<file path="src/rtl/mpram_nrd_bypass.sv">
// Multi-port LLR/partial-sum RAM: one lane-masked write port, NRD synchronous read ports,
// selectable write-first/read-first collision handling and an optional output register.
module mpram_nrd_bypass #(
    parameter int unsigned n       = 5,
    parameter int unsigned p       = 1,
    parameter int unsigned Q       = 6,
    parameter int unsigned NRD     = 2,
    parameter int unsigned MODE    = 0,
    parameter int unsigned OUT_REG = 0,
    localparam int unsigned LANES      = 2 ** p,
    localparam int unsigned DATA_WIDTH = LANES * Q,
    localparam int unsigned DEPTH      = 2 ** (n - p) - 2 + p,
    localparam int unsigned ADDR_WIDTH = $clog2(DEPTH)
) (
    input  logic                        clk,
    input  logic                        rst_n,
    input  logic                        we,
    input  logic [LANES-1:0]            wlane,
    input  logic [ADDR_WIDTH-1:0]       wr_addr,
    input  logic [DATA_WIDTH-1:0]       din,
    input  logic [NRD-1:0]              re,
    input  logic [NRD*ADDR_WIDTH-1:0]   rd_addr,
    output logic [NRD*DATA_WIDTH-1:0]   dout,
    output logic [NRD-1:0]              rvalid
);

    logic wr_en;
    logic wr_full;

    assign wr_en   = we && rst_n && (32'(wr_addr) < DEPTH);
    assign wr_full = &wlane;

    for (genvar i = 0; i < NRD; i++) begin : g_port
        logic [DATA_WIDTH-1:0] mem [DEPTH];
        logic [ADDR_WIDTH-1:0] ra;
        logic                  ra_ok;
        logic                  hit;
        logic                  ram_en;
        logic [DATA_WIDTH-1:0] ram_q;
        logic [DATA_WIDTH-1:0] din_q;
        logic [LANES-1:0]      lane_q;
        logic                  hit_q;
        logic                  oor_q;
        logic                  rv1;
        logic [DATA_WIDTH-1:0] merged_c;

        assign ra    = rd_addr[i*ADDR_WIDTH +: ADDR_WIDTH];
        assign ra_ok = 32'(ra) < DEPTH;
        assign hit   = (MODE == 0) && wr_en && re[i] && ra_ok && (ra == wr_addr);
        // RAM data is only needed for lanes the colliding write leaves untouched
        assign ram_en = re[i] && ra_ok && !(hit && wr_full);

        // Replica write: every port's copy sees the identical lane-masked write
        always_ff @(posedge clk) begin
            if (wr_en) begin
                for (int k = 0; k < LANES; k++) begin
                    if (wlane[k]) begin
                        mem[wr_addr][k*Q +: Q] <= din[k*Q +: Q];
                    end
                end
            end
        end

        // First read stage: RAM output plus bypass context, loaded only on a read
        always_ff @(posedge clk) begin
            if (!rst_n) begin
                ram_q  <= '0;
                din_q  <= '0;
                lane_q <= '0;
                hit_q  <= 1'b0;
                oor_q  <= 1'b0;
                rv1    <= 1'b0;
            end else begin
                rv1 <= re[i];
                if (re[i]) begin
                    din_q  <= din;
                    lane_q <= wlane;
                    hit_q  <= hit;
                    oor_q  <= !ra_ok;
                end
                if (ram_en) begin
                    ram_q <= mem[ra];
                end
            end
        end

        always_comb begin
            merged_c = ram_q;
            if (hit_q) begin
                for (int k = 0; k < LANES; k++) begin
                    if (lane_q[k]) begin
                        merged_c[k*Q +: Q] = din_q[k*Q +: Q];
                    end
                end
            end
            if (oor_q) begin
                merged_c = '0;
            end
        end

        if (OUT_REG != 0) begin : g_oreg
            logic [DATA_WIDTH-1:0] dq;
            logic                  rv2;

            always_ff @(posedge clk) begin
                if (!rst_n) begin
                    dq  <= '0;
                    rv2 <= 1'b0;
                end else begin
                    rv2 <= rv1;
                    if (rv1) begin
                        dq <= merged_c;
                    end
                end
            end

            assign dout[i*DATA_WIDTH +: DATA_WIDTH] = dq;
            assign rvalid[i]                        = rv2;
        end else begin : g_direct
            assign dout[i*DATA_WIDTH +: DATA_WIDTH] = merged_c;
            assign rvalid[i]                        = rv1;
        end
    end

endmodule
</file>
<file path="config.mk">
export PLATFORM = sky130hd
export DESIGN_NAME = mpram_nrd_bypass
export DESIGN_NICKNAME = d
export VERILOG_FILES = /design/src/rtl/mpram_nrd_bypass.sv
export SDC_FILE = /design/constraint.sdc
export NUM_CORES = 1
export LEC_CHECK = 0
export CAP_MARGIN = 15
export CORE_MARGIN = 1.5
export CORE_UTILIZATION = 50
export CTS_CLUSTER_SIZE = 12
export DETAILED_ROUTE_END_ITERATION = 16
export GPL_TIMING_DRIVEN = 1
export PLACE_DENSITY = 0.69
export REMOVE_ABC_BUFFERS = 1
export SYNTH_ARGS = -nofsm -noshare
export SYNTH_HDL_FRONTEND = slang
export SYNTH_SLANG_ARGS = --single-unit
</file>
<file path="constraint.sdc">
create_clock -name clk -period 4.1 [get_ports clk]
set_input_delay 0.82 -clock clk [delete_from_list [all_inputs] [get_ports clk]]
set_output_delay 0.82 -clock clk [all_outputs]
set_load 0.05 [all_outputs]
</file>
==> run metrics, run 1 <==
status=finished, final reports clean; Crit Path Class=register to output port; Layout Nets=900; Main synth FF type=edfxtp_1; Worst Path Required=3.28 ns; area share of the largest cell type after synthesis=a little under half; Slowest-stage cell, CP=clkdlybuf4s50_1; compound-gate portion of the synthesized area=7.91%; DR pass1 iterations=5; Lkg Pwr=4.37 nW; syn_area_per_cell=13.6 um2; final worst slack=0.816 ns; routed wire length=about 30000 um; delay-heaviest family, CP=buffers and inverters; Clock transition at path regs=0.06 ns; xor-xnor portion of the synthesized cell area=0.679%; Clock Skew=0.00655 ns; sequential area share after synthesis=57.4%; Max Fclk=~300 MHz; Synth area leaders=edfxtp_1, dfxtp_1, mux4_2; routed length per instance=approximately 25 um; worst slew pin tran=0.897 ns; count leader, synth=edfxtp_1; width of the chip=154 um; Port Buf Inserts=56; crit path launch type=register; VDD IR-drop max=297 uV; asr flop ratio synth=0%; Total Power=approximately 5.3 mW; Num CTS Buffers=24; power per cell area=416 mW/mm2; H-tree levels=1; Post-Synth Adder-Cell Area=0%; met3 WL=~2100 um; largest net degree at the start of global routing=57; FF+latch count, synth=238; crit-path max FO=15; Tmin final=3.28 ns; drc violations=0; WL met2=14000 um; die height=154 um; Place WS=0.995 ns; maximum root-to-sink buffer count=3; placer congestion estimate=0.914; first-pass GRT wire length=around 44000 um; clk_lat worst skew=0.51 ns; Final Hold Fails=0; core area=around 0.023 mm2; Post-Synth Simple-Gate Area=9.15%; Post-synth EDFFs=180; post-CTS sizing=0; Post-DP HPWL=between 20000 and 25000 um; Root Driver=clkbuf_16; Unique masters post-synth=38; Synth area leader=edfxtp_1; final worst path period share=80.1%; CTS Hold Bufs=0; # fillers=1796; r2r worst-path depth=5; maxcap violations=0; post-route cell area=0.0127 mm2; YS warnings=0; vias per cell=6.18; post-route ant nets=0; IO Pins=57; worst hold stages=2; layout cells sized above 1=15.7%; Top Layer Used=met4; Sink Count=between 200 and 250; main combinational cell family by area after synthesis=multiplexers; Worst path depth=3; via count=7252; Initial Util=50.8%; CP Cell Sequence=nand3_1 > a21oi_1 > clkdlybuf4s50_1; Area growth syn-to-layout=11.4%; initial antenna violation count=2; Netlist Area Pre-Place=between 0.01 and 0.015 mm2; CP bufs+invs=1; Max stage delay on crit path=0.84 ns; endpoints failing setup=0; final setup TNS=0 ns; Cell Rows=between 50 and 60; hold crit path type=register to register; max_slew headroom=40.0%; mux contribution to synthesized area=20.6%; CTS tree=done; CP Data Arrival Time=around 2.5 ns; critical path endpoint category=output port; Commonest cells post-synth=edfxtp_1, mux2i_1, nand2_1; Final Max Tran Viols=0; initial DRC count=roughly 620; Post-DP Area=0.0120 mm2; DRT met1 WL=12500 um; die area=0.0238 mm2; Syn Inst Count=841; vias in the first global route=about 7300; gr usage total=24.9%; GRT overflow=0; RSZ-0062 raised after global routing=false; postcts setup bufs=0
-- worst register-to-register path: cells and delay by family (launching register included) --
family,cells,cell delay (ns)
flops,1,0.38
compound gates,4,0.89
mux,1,0.28
-- per-stage QoR --
step | instances | utilization (%) | hold slack, ns
6_report | 1174 | 56.6 | 0.473
5_1_grt | 1173 | 56.6 | 0.500
4_1_cts | 1172 | 56.5 | 0.478
3_5_place_dp | 1128 | 53.4 | 0.469
3_3_place_gp | 1128 | 53.4 | 0.459
2_1_floorplan | 768 | - | 0.447
-- power breakdown --
part / leakage (nW) / switching (mW) / total (mW) / internal, mW
clock: 0.345 / 0.860 / 2.03 / 1.17
sequential: 2.10 / 0.0367 / 2.68 / 2.64
combinational: 1.92 / 0.363 / 0.587 / 0.224
total: 4.37 / 1.26 / 5.29 / 4.03
-- layout by cell type, fill, tap and decap left out, types with 3 or more instances in the layout --
cell type        netlist  final
edfxtp_1             180    180
a21o_1                 7      7
and2_1                 4      4
nor2b_1               30     30
o211ai_1              17     17
or2_2                  3      3
clkdlybuf4s50_1        0     49
inv_1                  3      3
nand2b_1              22     22
dfxtp_1               58     58
o22ai_1               25     25
a21oi_1               48     48
mux4_2                51     51
o21ai_1                3      3
nand3_1               27     27
nand2_1               62     62
mux2_2                17     17
buf_4                 16     17
o221ai_1              17     17
xor2_1                 7      7
mux2i_1              101    101
a21oi_2                5      5
o21ai_0               12     12
nor2_1                55     55
clkbuf_1              17     16
clkbuf_16              0     25
buf_2                 22      7
-- layer usage --
layer	track usage, %	vias up
met5	0	-
met1	34.7	3649
met2	40.1	304
li1	-	3251
met3	4.65	48
met4	7.35	0
-- flip-flops by register name, summed over array words and instances, names as in the netlist --
name           flops
g_port.rv1         2
g_port.mem       180
g_port.lane_q      4
g_port.hit_q       2
g_port.oor_q       2
g_port.ram_q      24
g_port.din_q      24
-- final timing paths --
path / start / to / slack, ns
worst max-delay path: g_port[1].hit_q / dout[22] / 0.82
worst min-delay path: g_port[1].ram_q[7] / g_port[1].ram_q[7] / 0.47
worst max register to register: g_port[1].mem[11][7] / g_port[1].ram_q[7] / 2.40
worst min register to register: g_port[1].ram_q[7] / g_port[1].ram_q[7] / 0.47
-- layout make-up --
type	count	area [um2]	share of cell area (%)
antenna	2	5.00	0.0393
tap	285	357	2.80
clock buffer	43	713	5.60
sequential	238	6570	51.6
inverter	3	11.3	0.0885
clock inverter	1	5.00	0.0393
timing repair buffer	75	693	5.45
multi-input combinational	527	4380	34.4
-- logic make-up after synthesis --
group / after synthesis
DFF: 238
xor gates and xnor gates: 8
buffers and inverters: 76
muxes: 169
and+or+nand+nor: 212
AOI/OAI and AO/OA: 138
Note: power is estimated with default switching activity, not from simulation.
==> run 2, diff against run 1 <==
==> constraint.sdc (replaced) <==
create_clock -name clk -period 3.25 [get_ports clk]
set_input_delay 0.65 -clock clk [delete_from_list [all_inputs] [get_ports clk]]
set_output_delay 0.65 -clock clk [all_outputs]
set_load 0.05 [all_outputs]
==> run metrics, run 2 (synthesis gave the netlist of run 1 again) <==
vias per cell=6.16 (was 6.18); CP Data Arrival Time=2.54 ns (was 2.46 ns); Lkg Pwr=4.49 nW (was 4.37 nW); core area=0.0225 mm2 (unchanged); critical path endpoint category=output port (unchanged); power per cell area=524 mW/mm2 (was 416 mW/mm2); initial DRC count=738 (was 622); met3 WL=2060 um (was 2140 um); layout cells sized above 1=17.8% (was 15.7%); Clock Skew=0.0147 ns (was 0.00655 ns); Top Layer Used=met4 (unchanged); Port Buf Inserts=56 (unchanged); Max Fclk=between 300 and 400 MHz; Layout Nets=920 (was 900); gr usage total=25.1% (was 24.9%); max reg flops=180 (unchanged); IO Pins=57 (unchanged); RSZ-0062 raised after global routing=false (unchanged); Final Hold Fails=0 (unchanged); die height=154 um (unchanged); VDD IR-drop max=452 uV (was 297 uV); crit-path max FO=15 (unchanged); post-route ant nets=0 (unchanged); WL met2=14000 um (about the same); GRT overflow=0 (unchanged); Num CTS Buffers=24 (unchanged); width of the chip=154 um (unchanged); first-pass GRT wire length=44300 um (was 43900 um); clk_lat worst skew=0.52 ns (was 0.51 ns); H-tree levels=1 (unchanged); CTS tree=done (unchanged); final worst path period share=around 98%; ANT cells=0 (was 2); largest net degree at the start of global routing=61 (was 57); postcts setup bufs=0 (unchanged); Sink Count=238 (unchanged); routed length per instance=24.7 um (was 25.0 um); routed wire length=29400 um (was 29300 um); most frequent cells in the layout=edfxtp_1, mux2i_1, nand2_1, dfxtp_1, nor2_1 (unchanged); DRT met1 WL=12700 um (was 12500 um); Biggest register=g_port.mem (unchanged); post-CTS sizing=0 (unchanged); die area=0.0238 mm2 (unchanged); via count=7348 (was 7252); Final Max Tran Viols=0 (unchanged); Worst Path Required=2.60 ns (was 3.28 ns); endpoints failing setup=0 (unchanged); biggest regs=g_port.mem: 180 flops, g_port.din_q: 24 flops, g_port.ram_q: 24 flops (unchanged); Initial Util=50.8% (unchanged); # fillers=1777 (was 1796); commonest non-fill, non-tap cell in the layout=edfxtp_1 (unchanged); final core occ=57.4% (was 56.6%); Tmin final=3.19 ns; CTS Hold Bufs=0 (unchanged); Cell Rows=55 (unchanged); vias in the first global route=7174 (was 7262); maximum root-to-sink buffer count=3 (unchanged); initial antenna violation count=0 (was 2); worst slew pin tran=0.824 ns (was 0.897 ns); DR pass1 iterations=5 (unchanged); Clock transition at path regs=0.06 ns (about the same); Post-DP HPWL=20500 um (was 20300 um); hold crit path type=register to register (unchanged); crit path launch type=register (unchanged); status=finished, final reports clean (unchanged); Root Driver=clkbuf_16 (unchanged); Crit Path Class=register to output port (unchanged); max_slew headroom=44.9% (was 40.0%); maxcap violations=0 (unchanged); placer congestion estimate=0.886 (was 0.914); Area growth syn-to-layout=13.0% (was 11.4%); final setup TNS=0 ns (unchanged); drc violations=0 (unchanged)
run 2: final cells by class:
type	instances	area (um2)	area share [%]
clock buffers	44	741	5.73
inverters	3	11.3	0.0871
multi-input cells	527	4380	33.9
flip-flops and latches	238	6570	50.8
well taps	285	357	2.76
repair buffers	95	868	6.72
run 2: path summary, 6_finish.rpt:
kind / from / to / slack [ns] / cells after the start
setup reg to reg: g_port[1].mem[6][9] / g_port[0].ram_q[9] / 1.50 / 5
hold reg to reg: g_port[0].ram_q[11] / g_port[0].ram_q[11] / 0.47 / 2
hold / removal: g_port[0].ram_q[11] / g_port[0].ram_q[11] / 0.47 / 2
setup / recovery: g_port[1].hit_q / dout[18] / 0.06 / 4
run 2: metrics by stage:
| step | instance area (um2) | cells | hold WS [ns] | power, mW | setup WS, ns |
|---|---|---|---|---|---|
| 6_report | 12900 | 1192 | 0.475 | 6.77 | 0.0605 |
| 4_1_cts | 12900 | 1192 | 0.473 | 6.79 | 0.0940 |
| 2_1_floorplan | 11000 | 768 | 0.447 | 3.80 | 1.17 |
| 5_1_grt | 12900 | 1192 | 0.492 | 6.96 | 0.00507 |
| 3_5_place_dp | 12200 | 1148 | 0.464 | 4.19 | 0.298 |
| 3_3_place_gp | 12200 | 1148 | 0.459 | 4.18 | 0.403 |
run 2: critical path: stages (launching register included):
cell             delay, ns
dfxtp_1               0.48
nand2_1               0.28
nand2_1               0.08
a21oi_1               0.30
clkdlybuf4s50_1       0.89
run 2: power by group:
part,switching (mW),internal (mW)
registers,0.0437,3.33
logic,0.465,0.295
clock network,1.11,1.53
total,1.62,5.15
run 2: metal layers:
layer	vias up	global-route usage, %
li1	3295	-
met1	3690	35.7
met2	312	40.2
met3	51	3.87
met4	0	7.72
met5	-	0
